===== src/rtl/instr_decoder.sv =====
// ----------------------------------------------------------------------------
// instr_decoder
//
// Purpose:
//   Accepts instruction words over a valid/ready handshake and turns them
//   into registered, one-cycle configuration strobes:
//     * buffer-table writes (LD_MEM / ST_MEM / RD_BUF / WR_BUF)
//     * loop configuration (LOOP)
//     * address-generator configuration (GEN_ADDR)
//     * compute kick-off and completion handshake with the array (COMPUTE)
//     * end-of-block pulse (BLK_END)
//   Anything malformed or out of sequence is dropped and latches the sticky
//   illegal_op flag until reset.
//
// Instruction layout (bits 31:0 of instr_data):
//   opcode[31:27]  op_spec[26:21]  loop_id[20:16]  imm[15:0]
//
// Ports:
//   CLK, RST            clock (rising edge), asynchronous active-high reset
//   instr_valid/_data   upstream instruction, instr_ready back-pressure
//   buf_wr_en/_idx/_data buffer-table write strobe, index, {opcode,width,words}
//   buf_count           number of valid buffer-table entries
//   loop_wr_en, loop_id_o, loop_iter               loop-config strobe + data
//   gen_addr_valid, ga_loop_id, ga_stride, ga_buf  gen-addr strobe + data
//   compute_start/compute_done                     array handshake
//   blk_done            end-of-block pulse
//   illegal_op          sticky error flag
//
// BUFF_TABLE_DEPTH must fit the 4-bit index/count outputs (1..15).
// ----------------------------------------------------------------------------
module instr_decoder #(
   parameter int BUFF_TABLE_DEPTH = 10,
   parameter int INSTR_W          = 32
) (
   input  logic               CLK,
   input  logic               RST,
   input  logic               instr_valid,
   input  logic [INSTR_W-1:0] instr_data,
   output logic               instr_ready,
   output logic               buf_wr_en,
   output logic [3:0]         buf_wr_idx,
   output logic [23:0]        buf_wr_data,
   output logic [3:0]         buf_count,
   output logic               loop_wr_en,
   output logic [4:0]         loop_id_o,
   output logic [15:0]        loop_iter,
   output logic               gen_addr_valid,
   output logic [4:0]         ga_loop_id,
   output logic [15:0]        ga_stride,
   output logic [2:0]         ga_buf,
   output logic               compute_start,
   input  logic               compute_done,
   output logic               blk_done,
   output logic               illegal_op
);

   localparam logic [4:0] OP_SETUP    = 5'd0;
   localparam logic [4:0] OP_LD_MEM   = 5'd1;
   localparam logic [4:0] OP_ST_MEM   = 5'd2;
   localparam logic [4:0] OP_RD_BUF   = 5'd3;
   localparam logic [4:0] OP_WR_BUF   = 5'd4;
   localparam logic [4:0] OP_GEN_ADDR = 5'd5;
   localparam logic [4:0] OP_COMPUTE  = 5'd6;
   localparam logic [4:0] OP_LOOP     = 5'd7;
   localparam logic [4:0] OP_BLK_END  = 5'd8;

   localparam logic [3:0] DEPTH = 4'(BUFF_TABLE_DEPTH);

   typedef enum logic [1:0] {
      ST_IDLE    = 2'd0,
      ST_RUN     = 2'd1,
      ST_COMPUTE = 2'd2,
      ST_END     = 2'd3
   } state_t;

   // instruction fields
   logic [4:0]  opcode;
   logic [5:0]  op_spec;
   logic [4:0]  loop_id;
   logic [15:0] imm;
   logic        fire;

   assign opcode  = instr_data[31:27];
   assign op_spec = instr_data[26:21];
   assign loop_id = instr_data[20:16];
   assign imm     = instr_data[15:0];

   // only op_spec[2:0] carries meaning for any opcode
   logic unused_spec_bits;
   assign unused_spec_bits = &{1'b0, op_spec[5:3]};

   state_t      state_reg, state_next;
   logic [3:0]  count_reg, count_next;
   logic        illegal_reg, illegal_next;
   logic        buf_wr_en_reg, buf_wr_en_next;
   logic [3:0]  buf_wr_idx_reg, buf_wr_idx_next;
   logic [23:0] buf_wr_data_reg, buf_wr_data_next;
   logic        loop_wr_en_reg, loop_wr_en_next;
   logic [4:0]  loop_id_reg, loop_id_next;
   logic [15:0] loop_iter_reg, loop_iter_next;
   logic        ga_valid_reg, ga_valid_next;
   logic [4:0]  ga_loop_id_reg, ga_loop_id_next;
   logic [15:0] ga_stride_reg, ga_stride_next;
   logic [2:0]  ga_buf_reg, ga_buf_next;
   logic        compute_start_reg, compute_start_next;
   logic        blk_done_reg, blk_done_next;

   assign instr_ready = (state_reg == ST_IDLE) || (state_reg == ST_RUN);
   assign fire        = instr_valid && instr_ready;

   // next-state / next-output logic
   always_comb begin
      state_next         = state_reg;
      count_next         = count_reg;
      illegal_next       = illegal_reg;
      buf_wr_en_next     = 1'b0;
      buf_wr_idx_next    = buf_wr_idx_reg;
      buf_wr_data_next   = buf_wr_data_reg;
      loop_wr_en_next    = 1'b0;
      loop_id_next       = loop_id_reg;
      loop_iter_next     = loop_iter_reg;
      ga_valid_next      = 1'b0;
      ga_loop_id_next    = ga_loop_id_reg;
      ga_stride_next     = ga_stride_reg;
      ga_buf_next        = ga_buf_reg;
      compute_start_next = 1'b0;
      blk_done_next      = 1'b0;

      case (state_reg)
         ST_IDLE: begin
            if (fire) begin
               if (opcode == OP_SETUP) begin
                  state_next = ST_RUN;
                  count_next = 4'd0;
               end else begin
                  illegal_next = 1'b1;
               end
            end
         end

         ST_RUN: begin
            if (fire) begin
               case (opcode)
                  OP_SETUP: count_next = 4'd0;

                  OP_LD_MEM, OP_ST_MEM, OP_RD_BUF, OP_WR_BUF: begin
                     // a full table saturates: no write, no wrap
                     if (count_reg < DEPTH) begin
                        buf_wr_en_next   = 1'b1;
                        buf_wr_idx_next  = count_reg;
                        buf_wr_data_next = {opcode, op_spec[2:0], imm};
                        count_next       = count_reg + 4'd1;
                     end else begin
                        illegal_next = 1'b1;
                     end
                  end

                  OP_LOOP: begin
                     loop_wr_en_next = 1'b1;
                     loop_id_next    = loop_id;
                     loop_iter_next  = imm;
                  end

                  OP_GEN_ADDR: begin
                     // target buffer select must be exactly one-hot
                     case (op_spec[2:0])
                        3'b001, 3'b010, 3'b100: begin
                           ga_valid_next   = 1'b1;
                           ga_buf_next     = op_spec[2:0];
                           ga_loop_id_next = loop_id;
                           ga_stride_next  = imm;
                        end
                        default: illegal_next = 1'b1;
                     endcase
                  end

                  OP_COMPUTE: begin
                     state_next         = ST_COMPUTE;
                     compute_start_next = 1'b1;
                  end

                  OP_BLK_END: begin
                     state_next    = ST_END;
                     blk_done_next = 1'b1;
                     count_next    = 4'd0;
                  end

                  default: illegal_next = 1'b1;
               endcase
            end
         end

         ST_COMPUTE: begin
            // compute_start_reg is high only in the first COMPUTE cycle; a
            // done seen alongside the start pulse belongs to an older job
            if (compute_done && !compute_start_reg) begin
               state_next = ST_RUN;
            end
         end

         ST_END: state_next = ST_IDLE;

         default: state_next = ST_IDLE;
      endcase
   end

   always_ff @(posedge CLK or posedge RST) begin
      if (RST) begin
         state_reg         <= ST_IDLE;
         count_reg         <= 4'd0;
         illegal_reg       <= 1'b0;
         buf_wr_en_reg     <= 1'b0;
         buf_wr_idx_reg    <= 4'd0;
         buf_wr_data_reg   <= 24'd0;
         loop_wr_en_reg    <= 1'b0;
         loop_id_reg       <= 5'd0;
         loop_iter_reg     <= 16'd0;
         ga_valid_reg      <= 1'b0;
         ga_loop_id_reg    <= 5'd0;
         ga_stride_reg     <= 16'd0;
         ga_buf_reg        <= 3'd0;
         compute_start_reg <= 1'b0;
         blk_done_reg      <= 1'b0;
      end else begin
         state_reg         <= state_next;
         count_reg         <= count_next;
         illegal_reg       <= illegal_next;
         buf_wr_en_reg     <= buf_wr_en_next;
         buf_wr_idx_reg    <= buf_wr_idx_next;
         buf_wr_data_reg   <= buf_wr_data_next;
         loop_wr_en_reg    <= loop_wr_en_next;
         loop_id_reg       <= loop_id_next;
         loop_iter_reg     <= loop_iter_next;
         ga_valid_reg      <= ga_valid_next;
         ga_loop_id_reg    <= ga_loop_id_next;
         ga_stride_reg     <= ga_stride_next;
         ga_buf_reg        <= ga_buf_next;
         compute_start_reg <= compute_start_next;
         blk_done_reg      <= blk_done_next;
      end
   end

   assign buf_count      = count_reg;
   assign illegal_op     = illegal_reg;
   assign buf_wr_en      = buf_wr_en_reg;
   assign buf_wr_idx     = buf_wr_idx_reg;
   assign buf_wr_data    = buf_wr_data_reg;
   assign loop_wr_en     = loop_wr_en_reg;
   assign loop_id_o      = loop_id_reg;
   assign loop_iter      = loop_iter_reg;
   assign gen_addr_valid = ga_valid_reg;
   assign ga_loop_id     = ga_loop_id_reg;
   assign ga_stride      = ga_stride_reg;
   assign ga_buf         = ga_buf_reg;
   assign compute_start  = compute_start_reg;
   assign blk_done       = blk_done_reg;

endmodule


===== config.mk =====
export PLATFORM = sky130hd
export DESIGN_NAME = instr_decoder
export DESIGN_NICKNAME = d
export VERILOG_FILES = /design/src/rtl/instr_decoder.sv
export SDC_FILE = /design/constraint.sdc
export NUM_CORES = 1
export LEC_CHECK = 0
export CAP_MARGIN = 20
export CELL_PAD_IN_SITES_DETAIL_PLACEMENT = 1
export CELL_PAD_IN_SITES_GLOBAL_PLACEMENT = 2
export CORE_UTILIZATION = 32
export CTS_CLUSTER_DIAMETER = 60
export DETAILED_ROUTE_END_ITERATION = 12
export MAX_ROUTING_LAYER = met4
export PLACE_DENSITY_LB_ADDON = 0.12
export SYNTH_ARGS = -nofsm -noshare
export SYNTH_HDL_FRONTEND = slang
export SYNTH_SLANG_ARGS = --single-unit

===== constraint.sdc =====
create_clock -name CLK -period 4.34 [get_ports CLK]
set_clock_uncertainty 0.15 [all_clocks]
set_input_delay 0.651 -clock CLK [delete_from_list [all_inputs] [get_ports CLK]]
set_output_delay 0.651 -clock CLK [all_outputs]
set_load 0.05 [all_outputs]

Yosys cells after proc, flatten, opt, wreduce, memory -nomap -nowiden
Cells that the tools add are included.
{"block": "op_classes", "add_sub_neg": 1, "order_cmp": 1, "n_eq_ne": 25, "n_mux": 36, "reduce_logical": 17}
{"operator": "$mux W1", "n": 22}
{"operator": "$eq A5 B3 Y1 const B", "n": 4}
{"operator": "$mux W4", "n": 4}
{"operator": "$pmux W4 S2", "n": 2}
{"operator": "$eq A5 B2 Y1 const B", "n": 2}
{"operator": "$ne A2 B2 Y1 const B", "n": 5}
{"operator": "$ne A3 B3 Y1 const B", "n": 3}
{"operator": "$mux W2", "n": 4}
{"operator": "$pmux W2 S4", "n": 1}
{"operator": "$reduce_and A4 Y1", "n": 2}
{"operator": "$reduce_or A4 Y1", "n": 2}
{"operator": "$reduce_and A7 Y1", "n": 1}
{"operator": "$reduce_and A6 Y1", "n": 1}
{"operator": "$eq A5 B1 Y1 const B", "n": 1}
{"operator": "$eq A5 B4 Y1 const B", "n": 1}
{"operator": "$logic_not A5 Y1", "n": 1}
{"operator": "$reduce_and A5 Y1", "n": 1}
{"operator": "$add A4 B1 Y4 const B", "n": 1}
{"operator": "$eq A2 B2 Y1 const B", "n": 2}
{"operator": "$lt A4 B4 Y1 const B", "n": 1}
{"operator": "$pmux W2 S2", "n": 1}
{"operator": "$eq A3 B1 Y1 const B", "n": 1}
{"operator": "$eq A3 B2 Y1 const B", "n": 1}
{"operator": "$eq A3 B3 Y1 const B", "n": 1}
{"operator": "other kinds (14)", "n": 15}
{"block": "word_totals", "register_bits": 85, "inputBits": 36, "output_inout_bits": 84, "elab_cells": 95}

Longest topological paths before layout
{"block": "logic_depth", "depth_word": 6, "ltp_mapped": 8}

Least setup slack after synthesis
Ideal clock, no wire load.
{"block": "synth_timing", "kind": "input port to flip-flop", "from": "in instr_data[28]", "to": "reg buf_wr_data_reg[10], in the netlist buf_wr_data[10]", "setup_ns": 0.125, "arrival_ns": 2.048, "setup_slack_ns": 2.017, "cell_stages": 7, "path_buffers": 3, "path_cell_list": "buf_2 -> or3_4 -> nand4_2 -> or2_1 -> buf_6 -> buf_2 -> mux2_2"}
{"block": "synth_via", "elab_chain_len": 3, "word_cells_on_any_way": 6, "cone_classes": "eq/ne: 4; reduce/logical: 2"}
{"element": "from (decl)", "line": "38", "source": "input logic [INSTR_W-1:0] instr_data,"}
{"element": "$eq A5 B1 Y1 (tied with other cells)", "line": "143", "source": "case (opcode)"}
{"element": "$reduce_or A4 Y1 (*)", "line": "143"}
{"element": "$reduce_and A4 Y1 (no source line) (*)"}
{"element": "to (signal assigned)", "line": "230", "source": "buf_wr_data_reg <= buf_wr_data_next;"}
{"element": "to (decl)", "line": "97", "source": "logic [23:0] buf_wr_data_reg, buf_wr_data_next;"}
Every way passes the cells marked *; elsewhere a longest branch is shown, timed or not.
A chain may end at the register's enable or synchronous reset.

Final worst setup path
{"block": "layout_timing", "from": "in instr_data[30]", "to": "reg ga_stride_reg[8], in the netlist ga_stride[8]"}
{"block": "layout_via", "elab_chain_len": 2}
{"element": "$eq A5 B3 Y1", "line": "143"}
{"element": "$reduce_and A4 Y1 (no source line)"}
{"element": "to (signal assigned)", "line": "236", "source": "ga_stride_reg <= ga_stride_next;"}
{"element": "to (decl)", "line": "103", "source": "logic [15:0] ga_stride_reg, ga_stride_next;"}
No other way between the ends.

==> flow_summary.yaml <==
outcome:
  outcome: "finished clean"
drt:
  drt_wl_total_um: 8488
  drc_errors: 0
  dr.pass1.iters: 4
  wire_per_inst_um: 17.08
  dr_total_vias: 2382
  vias_per_cell: 4.793
  drt_first_iter_violations: 25
  antenna_violating_nets_post_route: 0
timing:
  finalMaxSlewViolations: 0
  rsz0062_at_grt: "no"
  setup-violations-final: 0
  fin_setup_tns_ns: 0
  period_share_pct: 64.74
  timing.final.crit_period_ns: 2.810
  timing_worst_slew_pin_value_ns: 0.7286
  finalHoldViolations: 0
  max-slew-margin-rel_pct: 51.37
  max_fclk_ghz: 0.3559
setup_path:
  crit_end: "ga_stride[8]$_DFFE_PP0P_"
  critPathKind: "in2reg"
  worstPathRequired_ns: 4.42
  worst-path-max-fanout: 14
  regToRegSetupSlack_ns: 1.85
  worst_r2r_startpoint: "state_reg[1]$_DFFE_PP0P_"
  r2r-end: "ga_stride[8]$_DFFE_PP0P_"
  worst_ep_arrival_ns: 2.89
  number_of_cell_instances_on_the_worst_register_to_register_path: 4
  timing.critical_path.to_type: "register"
  timing.critical_path.from: "instr_data[30]"
  worstSetupStartpointType: "input port"
min_path:
  timing.hold.worst.class: "reg2reg"
die:
  initial_utilization_pct: 33.32
  floorplan.die.width_um: 106.1
  die-area_um2: 11270
  pin_count: 120
  row_count: 37
  die_h_um: 106.1
  design.core.area_um2: 10420
grt:
  vias_in_the_first_global_route: 2680
  grt_overflow_total: 0
  maximum_number_of_pins_on_one_net_before_global_route_repair: 41
  grt_usage_pct: 17.11
  antenna_violations_before_repair: 0
  first_pass_grt_wire_length_um: 14180
power:
  sw_frac_of_total_pct: 42.45
  p_leak_uw: 0.002212
  power_density_nw_per_um2: 627.6
  irDropWorstVdd_v: 0.0003354
  intPower_uw: 1798
  power_frac_seq_pct: 35.4
  net-switching-power_uw: 1326
  clockPowerShare_pct: 18.1
  power.combinational.fraction_pct: 46.5
finish:
  largest_register_ff_count: 24
  final_design_area_no_fill_um2: 4979
  antenna_cells_inserted: 0
  areaGrowthSynthToFinish_pct: 43.44
  drive_gt1_share_pct: 26.04
  fin_nets: 394
clocking:
  clock_transition_time_at_the_flip_flop_clock_pins_of_the_worst_setup_and_hold_paths_ns: 0.08
  holdBufCountCts: 0
  cts_htree_levels: 3
  tritoncts_clock_tree: "built"
  post_cts.repair.setup_buffers: 0
  cts.sink_count: 85
  clock-root-buffer: "clkbuf_8"
  clkLatencyLatePin_ns: 0.34
  cts.path.max_buffers: 2
  cts_buffers: 9
  post_cts_resize_count: 0
logic_synthesis:
  synth_compound_area_share_pct: 4.795
  yosys_register_bits: 85
  synth_sequential_area_ratio_pct: 61.28
  synth_nets: 273
  largest_family_of_logic_cells_by_synthesized_area: "multiplexers"
  synthesis.instances: 236
  ys.warnings.count: 0
  netlist_area_um2: 3471
  synth.distinct_cells: 42
  synth_adder_area_share_pct: 0.3605
  synth_simple_gate_area_share_pct: 6.164
  share_of_synthesized_area_spent_on_multiplexers_pct: 23.94
  avgSynthCellArea_um2: 14.71
  synth_xor_area_share_pct: 0.2523
run:
  cap_violations: 0
placed_design:
  place_hpwl_um: 5923
  io_buffers: 116
  final_weighted_congestion_in_routability_driven_placement: 0.7667
  instance_area_after_placement_um2: 4781
[worst min path at each step]
stage                                start                           to  depth (start not counted)
2_1_floorplan     state_reg[1]$_DFFE_PP0P_     state_reg[0]$_DFFE_PP0P_                          1
3_3_place_gp   buf_wr_data[16]$_DFFE_PP0P_  buf_wr_data[16]$_DFFE_PP0P_                          1
4_1_cts         buf_wr_data[9]$_DFFE_PP0P_   buf_wr_data[9]$_DFFE_PP0P_                          1
6_report        buf_wr_data[9]$_DFFE_PP0P_   buf_wr_data[9]$_DFFE_PP0P_                          1
3_5_place_dp    buf_wr_data[9]$_DFFE_PP0P_   buf_wr_data[9]$_DFFE_PP0P_                          1
5_1_grt        buf_wr_data[16]$_DFFE_PP0P_  buf_wr_data[16]$_DFFE_PP0P_                          1
[placed cells by master, fill, tap and decap left out, types with 4 or more instances in the layout]
master and n:
clkdlybuf4s50_1 116, buf_4 4, mux2_4 9, mux2_2 57
inv_1 6, dfrtp_1 85, o21ai_0 10, nor2_1 5
nand2_1 5, clkbuf_8 10
[power by group through the flow]
stage	clock network, uW	registers, uW	logic [uW]
4_1_cts	591	1110	1470
2_1_floorplan	0	1780	290
5_1_grt	619	1140	1520
3_3_place_gp	0	1110	1460
3_5_place_dp	0	1120	1460
6_report	566	1110	1450
[logic make-up (layout without fill, tap and decap cells)]
logic type,after synthesis,count (layout)
and+or+nand+nor,34,34
AOI/OAI and AO/OA,25,25
buffers and inverters,19,144
adders and majority gates,1,1
muxes,71,71
DFF,85,85
xor gates and xnor gates,1,1
[synthesized netlist by cell type, drive strengths merged]
cell	count	area share, %
o41ai	1	0.25
ha	1	0.36
or3	1	0.32
or4b	1	0.29
and2	2	0.36
nand2b	1	0.18
xor2	1	0.25
o21ai	11	1.7
o32ai	2	0.50
o21a	1	0.22
o22ai	2	0.36
inv	8	0.94
nand2	5	0.54
dfrtp	85	61
a2111oi	1	0.43
and3	1	0.18
mux2	69	23
nand3b	2	0.43
nor2b	2	0.36
a21oi	3	0.43
or2	1	0.18
nor2	6	0.72
nand4	1	0.36
buf	11	2.3
nor4b	2	0.50
mux2i	2	0.58
a2bb2oi	1	0.25
a21boi	2	0.43
nand4b	1	0.25
o21bai	1	0.22
nand3	3	0.43
nand4bb	1	0.32
nor3	4	0.72
[final cells by class]
class / count / area, um^2
clock buffers: 10 / 137.6
well taps: 136 / 170.2
repair buffers: 121 / 1211
fillers: 1094 / 5438
multi-input cells: 132 / 1239
flip-flops and latches: 85 / 2127
clock inverters: 5 / 60.06
inverters: 8 / 33.78
[worst max-delay path, cell delays in order]
cell and delay, ns:
clkdlybuf4s50_1 0.53, nor2_2 0.26, nand4b_1 0.21, nor3_4 0.65, buf_12 0.24, mux2_2 0.34
[metal layers]
layer / up-vias / GRT usage, % / wire length, um
met5: - / - / 0
li1: 1081 / - / -
met2: 74 / 26.44 / 3990
met1: 1219 / 21.32 / 3846
met4: 0 / 4.464 / 80
met3: 8 / 6.070 / 571
[per-stage QoR]
step	setup slack, ns	hold slack [ns]	utilization [%]	instances	power (uW)
after floorplan	1.346	0.3673	-	236	2069
after global placement	1.153	0.3166	45.90	482	2569
after detailed placement	1.173	0.3237	45.90	482	2587
after CTS	1.536	0.3437	47.80	497	3168
after global routing	1.356	0.3600	47.80	497	3277
final	1.530	0.3367	47.80	497	3124
No activity file was read; power rests on OpenSTA's default activity.
